===== src/rtl/prf_wr_arbiter.sv =====
// rtl/prf_wr_arbiter.sv - round-robin arbiter of PRF write requesters onto banked PRF write ports
//
// Each requester owns a small in-order input FIFO. Every cycle, each PRF bank grants at most
// one FIFO head that targets it. A per-bank round-robin pointer selects the winner.
// The bank of a write is PR[LOG_PRF_BANK_COUNT-1:0].
//
// Optional feature macro: PRF_WR_ARBITER_BYPASS_EN
//   When defined, an empty requester with valid=1 presents its input as the candidate in the
//   same cycle. A granted bypass write is never enqueued.
//
// Ports:
//   CLK, nRST                    clock, asynchronous active-low reset
//   write_req_valid_by_wr        requester offers a write
//   write_req_PR_by_wr           destination physical register
//   write_req_data_by_wr         write data
//   write_req_ready_by_wr        requester buffer has space (from registered count only)
//   bank_write_valid_by_bank     bank performs a write this cycle
//   bank_write_upper_PR_by_bank  PR bits above the bank index
//   bank_write_data_by_bank      write data
//   bank_write_src_by_bank       index of the winning requester
module prf_wr_arbiter #(
    parameter int PRF_WR_COUNT             = 8,
    parameter int PRF_BANK_COUNT           = 4,
    parameter int PR_COUNT                 = 128,
    parameter int XLEN                     = 32,
    parameter int PRF_WR_INPUT_BUFFER_SIZE = 2,
    parameter int LOG_PR_COUNT             = $clog2(PR_COUNT),
    parameter int LOG_PRF_BANK_COUNT       = $clog2(PRF_BANK_COUNT),
    parameter int LOG_PRF_WR_COUNT         = $clog2(PRF_WR_COUNT)
) (
    input  logic                                                         CLK,
    input  logic                                                         nRST,
    input  logic [PRF_WR_COUNT-1:0]                                      write_req_valid_by_wr,
    input  logic [PRF_WR_COUNT-1:0][LOG_PR_COUNT-1:0]                    write_req_PR_by_wr,
    input  logic [PRF_WR_COUNT-1:0][XLEN-1:0]                            write_req_data_by_wr,
    output logic [PRF_WR_COUNT-1:0]                                      write_req_ready_by_wr,
    output logic [PRF_BANK_COUNT-1:0]                                    bank_write_valid_by_bank,
    output logic [PRF_BANK_COUNT-1:0][LOG_PR_COUNT-LOG_PRF_BANK_COUNT-1:0] bank_write_upper_PR_by_bank,
    output logic [PRF_BANK_COUNT-1:0][XLEN-1:0]                          bank_write_data_by_bank,
    output logic [PRF_BANK_COUNT-1:0][LOG_PRF_WR_COUNT-1:0]              bank_write_src_by_bank
);

    localparam int PTR_W = (PRF_WR_INPUT_BUFFER_SIZE > 1) ? $clog2(PRF_WR_INPUT_BUFFER_SIZE) : 1;
    localparam int CNT_W = $clog2(PRF_WR_INPUT_BUFFER_SIZE + 1);
    localparam logic [CNT_W-1:0] CNT_FULL = CNT_W'(PRF_WR_INPUT_BUFFER_SIZE);
    localparam logic [PTR_W-1:0] PTR_LAST = PTR_W'(PRF_WR_INPUT_BUFFER_SIZE - 1);
    localparam logic [LOG_PRF_WR_COUNT-1:0] WR_LAST = LOG_PRF_WR_COUNT'(PRF_WR_COUNT - 1);

    logic [LOG_PR_COUNT-1:0]     buf_pr   [PRF_WR_COUNT][PRF_WR_INPUT_BUFFER_SIZE];
    logic [XLEN-1:0]             buf_data [PRF_WR_COUNT][PRF_WR_INPUT_BUFFER_SIZE];
    logic [CNT_W-1:0]            count    [PRF_WR_COUNT];
    logic [PTR_W-1:0]            head     [PRF_WR_COUNT];
    logic [PTR_W-1:0]            tail     [PRF_WR_COUNT];
    logic [LOG_PRF_WR_COUNT-1:0] rr_ptr   [PRF_BANK_COUNT];

    logic [PRF_WR_COUNT-1:0]     cand_valid;
    logic [PRF_WR_COUNT-1:0]     cand_bypass;
    logic [LOG_PR_COUNT-1:0]     cand_pr   [PRF_WR_COUNT];
    logic [XLEN-1:0]             cand_data [PRF_WR_COUNT];
    logic [PRF_BANK_COUNT-1:0]   bank_grant;
    logic [LOG_PRF_WR_COUNT-1:0] bank_winner [PRF_BANK_COUNT];
    logic [PRF_WR_COUNT-1:0]     granted;
    logic [PRF_WR_COUNT-1:0]     enq;
    logic [PRF_WR_COUNT-1:0]     deq;

    // Candidate per requester: its FIFO head, or (bypass builds) the live input when empty.
    always_comb begin
        for (int i = 0; i < PRF_WR_COUNT; i++) begin
            write_req_ready_by_wr[i] = (count[i] < CNT_FULL);
            cand_valid[i]  = (count[i] != '0);
            cand_bypass[i] = 1'b0;
            cand_pr[i]     = buf_pr[i][head[i]];
            cand_data[i]   = buf_data[i][head[i]];
`ifdef PRF_WR_ARBITER_BYPASS_EN
            if ((count[i] == '0) && write_req_valid_by_wr[i]) begin
                cand_valid[i]  = 1'b1;
                cand_bypass[i] = 1'b1;
                cand_pr[i]     = write_req_PR_by_wr[i];
                cand_data[i]   = write_req_data_by_wr[i];
            end
`endif
        end
    end

    // Per-bank round-robin: first eligible requester at or after rr_ptr, wrapping.
    always_comb begin
        logic [LOG_PRF_WR_COUNT-1:0] idx;
        idx = '0;
        for (int b = 0; b < PRF_BANK_COUNT; b++) begin
            bank_grant[b]  = 1'b0;
            bank_winner[b] = '0;
            for (int k = 0; k < PRF_WR_COUNT; k++) begin
                idx = LOG_PRF_WR_COUNT'((int'(rr_ptr[b]) + k) % PRF_WR_COUNT);
                if (!bank_grant[b] && cand_valid[idx] &&
                    (cand_pr[idx][LOG_PRF_BANK_COUNT-1:0] == LOG_PRF_BANK_COUNT'(b))) begin
                    bank_grant[b]  = 1'b1;
                    bank_winner[b] = idx;
                end
            end
        end
    end

    // A requester targets a single bank, so at most one bank can grant it.
    always_comb begin
        granted = '0;
        for (int i = 0; i < PRF_WR_COUNT; i++) begin
            for (int b = 0; b < PRF_BANK_COUNT; b++) begin
                if (bank_grant[b] && (bank_winner[b] == LOG_PRF_WR_COUNT'(i))) begin
                    granted[i] = 1'b1;
                end
            end
            deq[i] = granted[i] && !cand_bypass[i];
            enq[i] = write_req_valid_by_wr[i] && write_req_ready_by_wr[i] &&
                     !(granted[i] && cand_bypass[i]);
        end
    end

    always_comb begin
        for (int b = 0; b < PRF_BANK_COUNT; b++) begin
            bank_write_valid_by_bank[b]    = bank_grant[b];
            bank_write_upper_PR_by_bank[b] = '0;
            bank_write_data_by_bank[b]     = '0;
            bank_write_src_by_bank[b]      = '0;
            if (bank_grant[b]) begin
                bank_write_upper_PR_by_bank[b] = cand_pr[bank_winner[b]][LOG_PR_COUNT-1:LOG_PRF_BANK_COUNT];
                bank_write_data_by_bank[b]     = cand_data[bank_winner[b]];
                bank_write_src_by_bank[b]      = bank_winner[b];
            end
        end
    end

    always_ff @(posedge CLK or negedge nRST) begin
        if (!nRST) begin
            for (int i = 0; i < PRF_WR_COUNT; i++) begin
                count[i] <= '0;
                head[i]  <= '0;
                tail[i]  <= '0;
            end
            for (int b = 0; b < PRF_BANK_COUNT; b++) begin
                rr_ptr[b] <= '0;
            end
        end else begin
            for (int b = 0; b < PRF_BANK_COUNT; b++) begin
                if (bank_grant[b]) begin
                    rr_ptr[b] <= (bank_winner[b] == WR_LAST) ? '0 : bank_winner[b] + 1'b1;
                end
            end
            for (int i = 0; i < PRF_WR_COUNT; i++) begin
                if (enq[i]) begin
                    tail[i] <= (tail[i] == PTR_LAST) ? '0 : tail[i] + 1'b1;
                end
                if (deq[i]) begin
                    head[i] <= (head[i] == PTR_LAST) ? '0 : head[i] + 1'b1;
                end
                case ({enq[i], deq[i]})
                    2'b10:   count[i] <= count[i] + 1'b1;
                    2'b01:   count[i] <= count[i] - 1'b1;
                    default: count[i] <= count[i];
                endcase
            end
        end
    end

    // Buffer storage needs no reset: entries are only observed while count covers them.
    always_ff @(posedge CLK) begin
        for (int i = 0; i < PRF_WR_COUNT; i++) begin
            if (enq[i]) begin
                buf_pr[i][tail[i]]   <= write_req_PR_by_wr[i];
                buf_data[i][tail[i]] <= write_req_data_by_wr[i];
            end
        end
    end

endmodule


===== config.mk =====
export PLATFORM = sky130hd
export DESIGN_NAME = prf_wr_arbiter
export DESIGN_NICKNAME = d
export VERILOG_FILES = /design/src/rtl/prf_wr_arbiter.sv
export SDC_FILE = /design/constraint.sdc
export NUM_CORES = 1
export LEC_CHECK = 0
export BUFFER_PORTS_ARGS = -buffer_cell sky130_fd_sc_hd__buf_2
export CORE_ASPECT_RATIO = 0.5
export CORE_UTILIZATION = 48
export DETAILED_ROUTE_END_ITERATION = 16
export HOLD_SLACK_MARGIN = 0.12
export PLACE_DENSITY = 0.72
export SYNTH_ARGS = -nofsm -noshare
export SYNTH_HDL_FRONTEND = slang
export SYNTH_SLANG_ARGS = --single-unit
export TNS_END_PERCENT = 10

===== constraint.sdc =====
create_clock -name CLK -period 6.4 [get_ports CLK]
set_clock_uncertainty 0.05 [all_clocks]
set_input_delay 0.64 -clock CLK [delete_from_list [all_inputs] [get_ports CLK]]
set_output_delay 0.64 -clock CLK [all_outputs]
set_load 0.05 [all_outputs]

==> qor.yml <==
outcome:
  status: "finished clean"
layout:
  nNetsFinal: 4354
  syn_to_final_growth_pct: 17.6
  drive_gt1_frac: 0.225
  fillers: 6636
synthesis:
  ys_seq_area_frac: 0.499
  synth_fp_nets: 3840
  synth-edff-count: 624
  ys.flop_type: "edfxtp_1"
  yosysWarnings: 0
  yosys_register_bits: 668
  synth_cell_type_count: 86
  async_reset_ff_frac: 0.0659
  synthCells: 3489
  netlist_area_mm2: 0.0398
  avgSynthCellArea_um2: 11.4
clock_tree:
  cts.clk_slew.worst_paths_ns: 0.07
  cts.sinks: 668
  ctsHtreeMaxLevel: 2
  cts_tree: "done"
  cts_buffers: 60
  clk_latency_ns: 0.66
  root_buffer: "clkbuf_16"
  clockBufferDepth: 3
critical_path:
  cp_top_family: "compound AO/OA/AOI/OAI gates"
  worst_setup_path_start_kind: "flip-flop"
  max_stage_delay_ns: 0.66
  cp_cell_sequence: "buf_4, ha_1, xor2_1, mux4_2, mux2i_1, a21o_1, nand3_1, a32oi_4, buf_4, mux2_2, a22oi_1, a21oi_1, o221ai_1, buf_2"
  cp_common_cell: "buf_4"
  crit_fanout: 19
  arrival_ns: 5.63
  crit_type: "reg2out"
  path_buf_inv: 3
  cp_slowest_cell: "a32oi_4"
  cp.required_ns: 5.71
  end_kind: "primary output"
timing:
  holdWs_ns: 0.134
  rsz0062_at_grt: "false"
  min_period_ns: 6.32
  fmaxAchievable_mhz: 158
  setup_viol: 0
  slew_violations: 0
  fin_setup_tns_ns: 0
  hold_viol_final: 0
  max_slew_margin: 0.168
  post-route-period-util: 0.988
  worstMarginPinSlew_ns: 1.25
hold_path:
  min_path_type: "in2reg"
placed_design:
  dpl.hpwl_um: 103000
  gp_congestion: 0.976
  portBuffers: 493
global_route:
  grt_max_degree: 145
  grt_pass1_vias: 31400
  antenna_found_initial: 3
  track_usage: 0.326
  grt.overflow.total: 0
  grt_pass1_wl_um: 204000
floorplanning:
  rows: 74
  die_w_um: 409
  die-area_mm2: 0.0840
  die_h_um: 205
  initial_utilization: 0.486
  io_pins: 494
  core_mm2: 0.0818
drt:
  wl_per_cell_um: 27.5
  wirelength_um: 142000
  routed-via-count: 32700
  drt_first_iter_violations: 3533
  vias_per_cell: 6.35
  drc: 0
  dr.pass1.iters: 6
  ant_nets: 0
job:
  maxCapViolCount: 0
flip-flops by register name, indices dropped and copies added (netlist names):
register / count
rr_ptr: 12
buf_data: 512
tail: 8
count: 16
head: 8
buf_pr: 112
what timing repair did:
item / 4_1_cts / 5_1_grt
endpoints found under the setup margin: 0 / 65
resized for setup: 0 / 8
buffers inserted: 0 / 2
endpoints found under the hold margin: 286 / 0
hold buffers: 124 / 0
stage by stage:
step / util / setup slack, ns / area, µm² / cells
2_1_floorplan: - / 0.767 / 39800 / 3489
3_3_place_gp: 0.533 / 0.798 / 43500 / 4917
3_5_place_dp: 0.533 / 0.791 / 43500 / 4917
4_1_cts: 0.571 / 0.0777 / 46700 / 5154
5_1_grt: 0.572 / 0.0147 / 46800 / 5156
6_report: 0.572 / 0.0767 / 46800 / 5157
cells in the mapped netlist (50+ instances only):
library cell  count  area (µm²)
edfxtp_1        624       18700
buf_2            73         365
a211oi_1        117         878
inv_1            50         188
mux2i_1         639        6400
and2_1           64         400
nand2_1         358        1340
a21oi_1         133         666
o21ai_0         200        1000
nand3_1          59         295
mux2_2           79         890
clkbuf_1        142         533
nor2_1          202         758
placed cells by master, fill, tap and decap left out, types with 21 or more instances in the layout:
master and count:
a211oi_1 115, a21o_1 22, a21oi_1 133, a22oi_1 21
a22oi_2 30, a32oi_1 45, and2_1 63, buf_12 24
buf_2 491, buf_4 77, clkbuf_16 61, dfrtp_1 35
dlygate4sd3_1 124, edfxtp_1 624, ha_1 29, inv_1 49
mux2_2 79, mux2i_1 639, mux4_2 38, nand2_1 358
nand3_1 59, nor2_1 193, nor2b_1 28, nor3_1 28
o211ai_1 41, o21ai_0 200, o22ai_1 45, xnor2_1 39
path summary, 6_finish.rpt:
kind	endpoint	from	depth (start not counted)	slack, ns
setup / recovery	bank_write_data_by_bank[44]	rr_ptr[6]	14	0.08
min in group asynchronous	count[1]	nRST	3	0.59
hold reg to reg	count[12]	count[12]	1	0.49
setup reg to reg	count[9]	head[1]	16	1.26
max in group asynchronous	rr_ptr[9]	nRST	3	5.20
hold / removal	buf_data[0][70]	write_req_data_by_wr[38]	1	0.13
layout make-up:
cell class              count  area (µm²)  share of cell area
clock inverters            37         302             0.00645
flip-flops and latches    668       19900               0.424
multi-input cells        2497       18600               0.398
clock buffers              76        1630              0.0349
inverters                  60         233             0.00498
well taps                1102        1380              0.0295
repair buffers            716        4760               0.102
diodes                      1        2.50           0.0000535
logic make-up after synthesis:
group / after synthesis / share of synthesized area
AND/OR/NAND/NOR: 860 / 0.100
AO/OA/AOI/OAI: 798 / 0.138
multiplexers: 758 / 0.206
flip-flops: 668 / 0.499
buffers and inverters: 324 / 0.0367
XOR/XNOR: 52 / 0.0115
adder cells (fa/ha/maj): 29 / 0.00913
per-layer routing:
| metal | part of all wire | routed length (µm) | vias to the layer above | track usage |
|---|---|---|---|---|
| li1 | - | - | 14400 | - |
| met1 | 0.35 | 49900 | 16100 | 0.368 |
| met2 | 0.49 | 70100 | 1701 | 0.562 |
| met3 | 0.061 | 8630 | 549 | 0.0400 |
| met4 | 0.093 | 13200 | 4 | 0.272 |
| met5 | 0.00024 | 34 | - | 0 |
Power is not shown: default switching activity piles up to over one toggle a cycle in this logic, so the estimate is an artifact.
